===== src/rtl/sop_mac_seq.sv =====
// sop_mac_seq: sequential sum-of-products over an internal operand register file, one pair per clock.
// Latency: start accepted at edge k -> done pulse in the cycle after edge k+NPAIRS (busy for NPAIRS cycles).
// Backpressure: none queued; start and operand writes are dropped while busy, rd port is always live.
module sop_mac_seq #(
  parameter int  WIDTH     = 8,
  parameter int  NPAIRS    = 2,
  parameter int  OUT_WIDTH = 16,
  localparam int AW        = $clog2(2*NPAIRS)
) (
  input  logic                 i_clk,
  input  logic                 i_rst,
  input  logic                 i_wr_en,
  input  logic [AW-1:0]        i_wr_addr,
  input  logic [WIDTH-1:0]     i_wr_data,
  input  logic [AW-1:0]        i_rd_addr,
  output logic [WIDTH-1:0]     o_rd_data,
  input  logic                 i_start,
  input  logic                 i_accum,
  output logic                 o_busy,
  output logic                 o_done,
  output logic [OUT_WIDTH-1:0] o_result,
  output logic                 o_overflow
);

  localparam int NOPS = 2*NPAIRS;
  localparam int IW   = (NPAIRS > 1) ? $clog2(NPAIRS) : 1;
  localparam int PW   = 2*WIDTH;
  // Sum width keeps every bit that could be discarded: the carry out of the
  // accumulator and any product bits above OUT_WIDTH.
  localparam int SW   = ((PW > OUT_WIDTH) ? PW : OUT_WIDTH) + 1;
  localparam logic [AW:0]   NOPS_A   = (AW+1)'(NOPS);
  localparam logic [IW-1:0] LAST_IDX = IW'(NPAIRS-1);

  typedef enum logic {S_IDLE, S_RUN} state_t;

  state_t               r_state;
  logic [WIDTH-1:0]     r_x [NOPS];
  logic [IW-1:0]        r_idx;
  logic [OUT_WIDTH-1:0] r_acc;
  logic                 r_ovf_run;
  logic [OUT_WIDTH-1:0] r_result;
  logic                 r_overflow;
  logic                 r_done;

  logic [AW-1:0]        w_addr_a;
  logic [AW-1:0]        w_addr_b;
  logic [PW-1:0]        w_prod;
  logic [SW-1:0]        w_sum;
  logic                 w_carry;
  logic                 w_wr_ok;

  // Datapath: operand pair selected by the pair index, shared multiplier, widened adder.
  always_comb begin
    w_addr_a = AW'({r_idx, 1'b0});
    w_addr_b = w_addr_a | AW'(1);
    w_prod   = {{WIDTH{1'b0}}, r_x[w_addr_a]} * {{WIDTH{1'b0}}, r_x[w_addr_b]};
    w_sum    = SW'(r_acc) + SW'(w_prod);
    w_carry  = |w_sum[SW-1:OUT_WIDTH];
    w_wr_ok  = i_wr_en && (r_state == S_IDLE) && ({1'b0, i_wr_addr} < NOPS_A);
  end

  // Display read port: combinational, zero for indices past the register file.
  always_comb begin
    o_rd_data = '0;
    if ({1'b0, i_rd_addr} < NOPS_A) o_rd_data = r_x[i_rd_addr];
  end

  // Operand register file: writes only land while idle so a run sees stable operands.
  always_ff @(posedge i_clk or posedge i_rst) begin
    if (i_rst) begin
      for (int i = 0; i < NOPS; i++) r_x[i] <= '0;
    end else if (w_wr_ok) begin
      r_x[i_wr_addr] <= i_wr_data;
    end
  end

  // Control FSM: accept start in IDLE, step one pair per clock in RUN, publish on the last pair.
  always_ff @(posedge i_clk or posedge i_rst) begin
    if (i_rst) begin
      r_state    <= S_IDLE;
      r_idx      <= '0;
      r_acc      <= '0;
      r_ovf_run  <= 1'b0;
      r_result   <= '0;
      r_overflow <= 1'b0;
      r_done     <= 1'b0;
    end else begin
      r_done <= 1'b0;
      case (r_state)
        S_IDLE: begin
          if (i_start) begin
            r_state   <= S_RUN;
            r_idx     <= '0;
            r_acc     <= i_accum ? r_result : '0;
            r_ovf_run <= 1'b0;
          end
        end
        S_RUN: begin
          r_acc     <= w_sum[OUT_WIDTH-1:0];
          r_ovf_run <= r_ovf_run | w_carry;
          if (r_idx == LAST_IDX) begin
            r_result   <= w_sum[OUT_WIDTH-1:0];
            r_overflow <= r_ovf_run | w_carry;
            r_done     <= 1'b1;
            r_idx      <= '0;
            r_state    <= S_IDLE;
          end else begin
            r_idx <= r_idx + IW'(1);
          end
        end
        default: r_state <= S_IDLE;
      endcase
    end
  end

  assign o_busy     = (r_state == S_RUN);
  assign o_done     = r_done;
  assign o_result   = r_result;
  assign o_overflow = r_overflow;

endmodule

===== config.mk =====
export PLATFORM = sky130hd
export DESIGN_NAME = sop_mac_seq
export DESIGN_NICKNAME = d
export VERILOG_FILES = /design/src/rtl/sop_mac_seq.sv
export SDC_FILE = /design/constraint.sdc
export NUM_CORES = 1
export LEC_CHECK = 0
export ABC_AREA = 1
export CORE_MARGIN = 8
export CORE_UTILIZATION = 45
export CTS_BUF_LIST = sky130_fd_sc_hd__clkbuf_4
export CTS_CLUSTER_DIAMETER = 200
export DETAILED_ROUTE_END_ITERATION = 8
export GPL_TIMING_DRIVEN = 0
export PLACE_DENSITY_LB_ADDON = 0.08
export RECOVER_POWER = 25
export SLEW_MARGIN = 20
export SYNTH_ARGS = -nofsm -noshare
export SYNTH_HDL_FRONTEND = slang
export SYNTH_SLANG_ARGS = --single-unit

===== constraint.sdc =====
create_clock -name i_clk -period 5.05 [get_ports i_clk]
set_clock_uncertainty 0.15 [all_clocks]
set_input_delay 0.505 -clock i_clk [delete_from_list [all_inputs] [get_ports i_clk]]
set_output_delay 0.505 -clock i_clk [all_outputs]
set_load 0.01 [all_outputs]

==> results of run 1 <==
[cell usage in the layout, fill, tap and decap left out, drive strengths merged, types with 2 or more instances in the layout]
cell type / synthesis / final
or2: 18 / 18
o21ai: 75 / 75
o21bai: 2 / 2
nand2: 172 / 172
nand3: 24 / 24
a21oi: 13 / 13
inv: 160 / 159
clkbuf: 7 / 17
clkinvlp: 0 / 2
o221ai: 4 / 4
a22oi: 3 / 3
dfrtp: 69 / 69
buf: 9 / 11
nand4: 3 / 3
and2: 2 / 2
nor2: 71 / 71
clkdlybuf4s50: 0 / 42
xor2: 3 / 3
ha: 36 / 36
o22ai: 8 / 8
o211ai: 3 / 3
clkinv: 0 / 3
fa: 51 / 51
[routing by layer]
| layer | global-route usage | vias up |
|---|---|---|
| li1 | - | 2371 |
| met1 | 0.275 | 2405 |
| met2 | 0.300 | 137 |
| met3 | 0.0362 | 23 |
| met4 | 0.0857 | 0 |
| met5 | 0 | - |
[area by class of cell]
class | instances | area, um2 | area share
clock inverters | 5 | 52.6 | 0.00783
clock buffers | 10 | 75.1 | 0.0112
repair buffers | 45 | 442 | 0.0658
flip-flops and latches | 69 | 1730 | 0.257
multi-input cells | 492 | 3500 | 0.522
inverters | 160 | 602 | 0.0896
well taps | 172 | 215 | 0.0320
diodes | 1 | 2.50 | 0.000373
plain buffers | 16 | 95.1 | 0.0142
[path summary, 6_finish.rpt]
check	startpoint	slack, ns	to	depth (start not counted)
worst max-delay path	r_idx	0.23	r_acc[12]	22
worst min-delay path	r_ovf_run	0.34	r_ovf_run	2
worst max register to register	r_idx	0.23	r_acc[12]	22
worst min register to register	r_ovf_run	0.34	r_ovf_run	2
max in group asynchronous	i_rst	1.51	o_result[8]	3
min in group asynchronous	i_rst	0.60	r_x[25]	2
[worst min-delay path, stage by stage (launching register included)]
cell	delay, ns
dfrtp_1	0.36
nand2_1	0.05
nand2_1	0.06
[sequential cells by signal, summed over array words and instances, names as in the netlist]
| register | flops |
|---|---|
| r_x | 32 |
| o_result | 16 |
| r_acc | 16 |
| o_busy | 1 |
| o_done | 1 |
| o_overflow | 1 |
| r_idx | 1 |
| r_ovf_run | 1 |
[cell usage after synthesis, drive strengths merged]
cell type,n,area share
nand2,172,0.11
inv,160,0.10
o21ai,75,0.072
nor2,71,0.048
dfrtp,69,0.30
fa,51,0.18
ha,36,0.078
nand3,24,0.021
or2,18,0.020
a21oi,13,0.011
buf,9,0.010
o22ai,8,0.0087
clkbuf,7,0.0046
o221ai,4,0.0061
a22oi,3,0.0039
nand4,3,0.0033
o211ai,3,0.0039
xor2,3,0.0046
and2,2,0.0024
o21bai,2,0.0026
a22o,1,0.0015
nand3b,1,0.0013
nor3,1,0.00087
xnor2,1,0.0015
[kinds of logic (layout without fill, tap and decap cells)]
kind of cell | Yosys count | after routing | synth area share
and+or+nand+nor | 292 | 292 | 0.209
buffers and inverters | 176 | 236 | 0.119
AOI/OAI and AO/OA | 109 | 109 | 0.110
adders and majority gates | 87 | 87 | 0.256
DFF | 69 | 69 | 0.300
xor gates and xnor gates | 4 | 4 | 0.00609
other | 0 | 1 | 0
[metrics by stage]
stage	setup WS, ns	utilization	hold slack [ns]
2_1_floorplan	0.507	-	0.299
3_3_place_gp	-0.214	0.509	0.314
3_5_place_dp	-0.224	0.511	0.317
4_1_cts	0.00209	0.523	0.202
5_1_grt	-0.00781	0.534	0.360
6_report	0.234	0.534	0.341
[timing repair]
| action | 4_1_cts | 5_1_grt |
|---|---|---|
| endpoints found under the hold margin | 0 | 0 |
| gates resized for setup | 11 | 33 |
| endpoints found under the setup margin | 17 | 19 |
| pin swaps | 0 | 5 |
| setup buffers | 0 | 1 |
==> results.json, run 1 <==
{
  "path_buf_inv": 7,
  "critPathKind": "reg -> reg",
  "finalNetCount": 897,
  "crit_top_cell": "nand2_1",
  "io_pins": 44,
  "hold_viol_final": 0,
  "place_area_mm2": 0.00642,
  "post-route-period-util": 0.954,
  "path_clk_slew_ns": 0.11,
  "start_util": 0.458,
  "slew_headroom": -0.499,
  "viasPerCell": 5.09,
  "dp_cells": 953,
  "end_kind": "flop",
  "clock_sinks": 69,
  "drt-total-wl_um": 15300,
  "overflow": 0,
  "area_growth_pct": 16.6,
  "crit_path_start_kind": "flop",
  "cpPeakStageDelay_ns": 0.56,
  "cts.path.max_buffers": 2,
  "grtUsageTotal": 0.199,
  "vias": 4936,
  "cts_hold_buf": 0,
  "core_mm2": 0.0126,
  "slew_viol_final": 43,
  "met1Wirelength_um": 7180,
  "synth_seq_area_share": 0.300,
  "critPathTopFamily": "adder cells",
  "dp_hpwl_um": 12300,
  "design_area_mm2": 0.00672,
  "crit_arrival_ns": 5.08,
  "outcome": "finished, violations left",
  "avgSynthCellArea_um2": 7.81,
  "synthesis.nets": 841,
  "cp_max_fo": 10,
  "io_buffers": 43,
  "cp_data_required_time_ns": 5.31,
  "synth.cell_area_mm2": 0.00576,
  "finalSetupTns_ns": 0,
  "fmax_mhz": 208,
  "fp.dieH_um": 129,
  "synth_seq_cells": 69,
  "place.gp.congestion": 0.915,
  "fin_crit_ns": 4.82,
  "worstMarginPinSlew_ns": 2.25,
  "syn_inst": 737,
  "worst_path_max_delay_cell": "fa_1",
  "grt_max_degree": 43,
  "drive_gt1_frac": 0.105,
  "route.met2.wl_um": 6880,
  "fillers": 1248,
  "yosysWarnings": 0,
  "wl_met3_um": 919,
  "cts_tree": "done",
  "clockRootBuffer": "clkbuf_4",
  "top_layer": "met4",
  "grt_pass1_wl_um": 25400,
  "drc": 0,
  "htreeDepth": 3,
  "ant_nets": 0,
  "insertion_delay_ns": 0.47,
  "hp-class": "reg -> reg",
  "wire_per_inst_um": 15.8,
  "grt_pass1_vias": 5030,
  "cap_violations": 1,
  "violations": "max-capacitance violations, max-slew violations",
  "drtIter0Drc": 384,
  "finalNonFillerCells": 970,
  "antenna_found_initial": 1,
  "drtPass1Iterations": 5,
  "cp_cell_sequence": "buf_4 > buf_6 > o21ai_4 > inv_1 > nand2_1 > fa_1 > fa_1 > inv_1 > fa_1 > inv_1 > fa_1 > inv_1 > ha_4 > nand2_1 > inv_1 > nand3_1 > nand2_2 > nand2_1 > nand2_1 > xor2_2 > nand2_1 > nand2_1",
  "finalSetupViolCount": 0,
  "die_w_um": 129,
  "rows": 41,
  "cts_inserted_buffers": 9,
  "design.die.area_mm2": 0.0167,
  "ys_types": 34
}
Power of run 1 is left out: the tool's default activity adds up to more than one toggle a clock period on the data nets, which glitch-free logic cannot reach.
==> run 2, diff against run 1 <==
Settings changed: CAP_MARGIN set to 20, CORE_MARGIN 8 to 5, CORE_UTILIZATION 45 to 60.
==> run 2 against run 1 <==
The run still ends with max-capacitance violations, max-slew violations left. Maximum frequency down 1.7%. Global-route usage up 7.5 points. Critical path depth up 1. Die area down 30%. Worst hold slack better by 0.012 ns. Non-clock buffer count up 12. Count of clock-buffer cells in the layout unchanged. Cell count down 3.2%. Worst setup slack worse by 0.081 ns. Via count up 3.8%. First-iteration DRC count up 1.8%. Wire length down 2.5%. Critical path type unchanged. Largest cell class unchanged.
==> results.json, run 2 (same netlist as run 1, synthesis figures left out) <==
{
  "largest_register_ffs": 32,
  "cts_hold_buf": 0,
  "design.die.area_mm2": 0.0117,
  "viasPerCell": 5.46,
  "hold_viol_final": 0,
  "worstMarginPinSlew_ns": 1.94,
  "finalSetupViolCount": 0,
  "cp_max_fo": 8,
  "critPathKind": "reg -> reg",
  "io_pins": 44,
  "drive_gt1_frac": 0.138,
  "dp_hpwl_um": 11500,
  "regMostFlops": "r_x",
  "cts.path.max_buffers": 2,
  "ant_nets": 0,
  "multi_input_area_mm2": 0.00354,
  "regArea_mm2": 0.00173,
  "cts_tree": "done",
  "outcome": "finished, violations left",
  "cp_data_required_time_ns": 5.22,
  "antenna_found_initial": 0,
  "clock_sinks": 69,
  "die_w_um": 108,
  "post-route-period-util": 0.970,
  "vias": 5124,
  "start_util": 0.620,
  "final_cell_mix": "167 x nand2_1, 145 x inv_1, 69 x dfrtp_1",
  "htreeDepth": 3,
  "fmax_mhz": 204,
  "grt_pass1_vias": 5133,
  "dp_cells": 910,
  "drtIter0Drc": 391,
  "final_common_cell": "nand2_1",
  "fp.dieH_um": 108,
  "slew_headroom": -0.296,
  "fillers": 766,
  "clockRootBuffer": "clkbuf_4",
  "drc": 0,
  "grtUsageTotal": 0.274,
  "hp-class": "reg -> reg",
  "cap_violations": 2,
  "wire_per_inst_um": 15.9,
  "finalNonFillerCells": 939,
  "drtPass1Iterations": 5,
  "drt-total-wl_um": 15000,
  "crit_path_start_kind": "flop",
  "grt_max_degree": 36,
  "area_growth_pct": 18.7,
  "crit_arrival_ns": 5.06,
  "antenna_cells": 0,
  "violations": "max-capacitance violations, max-slew violations",
  "path_clk_slew_ns": 0.13,
  "finalNetCount": 909,
  "slew_viol_final": 37,
  "grt_pass1_wl_um": 25100,
  "fin_crit_ns": 4.90,
  "insertion_delay_ns": 0.43,
  "end_kind": "flop",
  "core_mm2": 0.00928,
  "cts_inserted_buffers": 9,
  "io_buffers": 43,
  "overflow": 0,
  "place.gp.congestion": 0.907,
  "rows": 35
}
-- run 2: cell types whose count changed in the layout (fill, tap and decap cells not counted), moves of 3 or more --
cell      delta
clkinv_2     -3
inv_2        +4
buf_4        +8
inv_1        -5
ha_1         -3
-- run 2: path summary, 6_finish.rpt --
check	depth (start not counted)	endpoint	slack, ns	startpoint
max in group asynchronous	3	r_x[11]	1.65	i_rst
hold / removal	2	o_overflow	0.35	o_overflow
setup / recovery	23	o_overflow	0.15	r_idx
setup reg to reg	23	o_overflow	0.15	r_idx
hold reg to reg	2	o_overflow	0.35	o_overflow
min in group asynchronous	2	o_result[2]	0.71	i_rst
-- run 2: critical path: stages (launching register included) --
cell     delay (ns)
dfrtp_1        0.43
inv_4          0.08
buf_2          0.16
or2_2          0.29
o21ai_2        0.13
inv_2          0.08
buf_4          0.15
nand2_1        0.08
fa_1           0.41
inv_1          0.08
fa_2           0.46
fa_1           0.55
inv_1          0.06
fa_1           0.55
inv_1          0.07
ha_4           0.28
nand2_2        0.09
nor2_2         0.13
and2_1         0.13
nand2_1        0.06
nand3_1        0.09
nand3_1        0.13
nand2_1        0.10
nand2_1        0.05
-- run 2: cell type report --
| class | count | area share |
|---|---|---|
| Multi-Input combinational cell | 492 | 0.519 |
| Sequential cell | 69 | 0.253 |
| Inverter | 160 | 0.0885 |
| Timing Repair Buffer | 57 | 0.0793 |
| Tap cell | 129 | 0.0236 |
| Buffer | 16 | 0.0156 |
| Clock buffer | 10 | 0.0110 |
| Clock inverter | 6 | 0.0104 |
-- run 2: layer usage --
metal  global-route usage  wire, um
met5                    0         0
met4               0.0794       320
met3               0.0430      1200
met2                0.424      6700
met1                0.402      6740
-- run 2: per-stage QoR --
| step | area (um2) | setup TNS, ns | utilization | hold slack (ns) | setup slack [ns] |
|---|---|---|---|---|---|
| detailed placement | 6370 | -2.89 | 0.686 | 0.323 | -0.292 |
| finish | 6830 | 0 | 0.736 | 0.354 | 0.153 |
| global route | 6830 | -0.166 | 0.736 | 0.378 | -0.0511 |
| floorplan | 5760 | 0 | - | 0.299 | 0.507 |
| global placement | 6350 | -2.94 | 0.684 | 0.313 | -0.308 |
| CTS | 6550 | 0 | 0.706 | 0.268 | 0.00485 |
-- run 2: timing repair --
item                                    CTS  global route
gates cloned                              0             1
setup buffers                             0            12
resized for setup                        13            51
pin swaps                                 0             6
endpoints found under the setup margin   18            18
Power of run 2 is left out for the same reason.
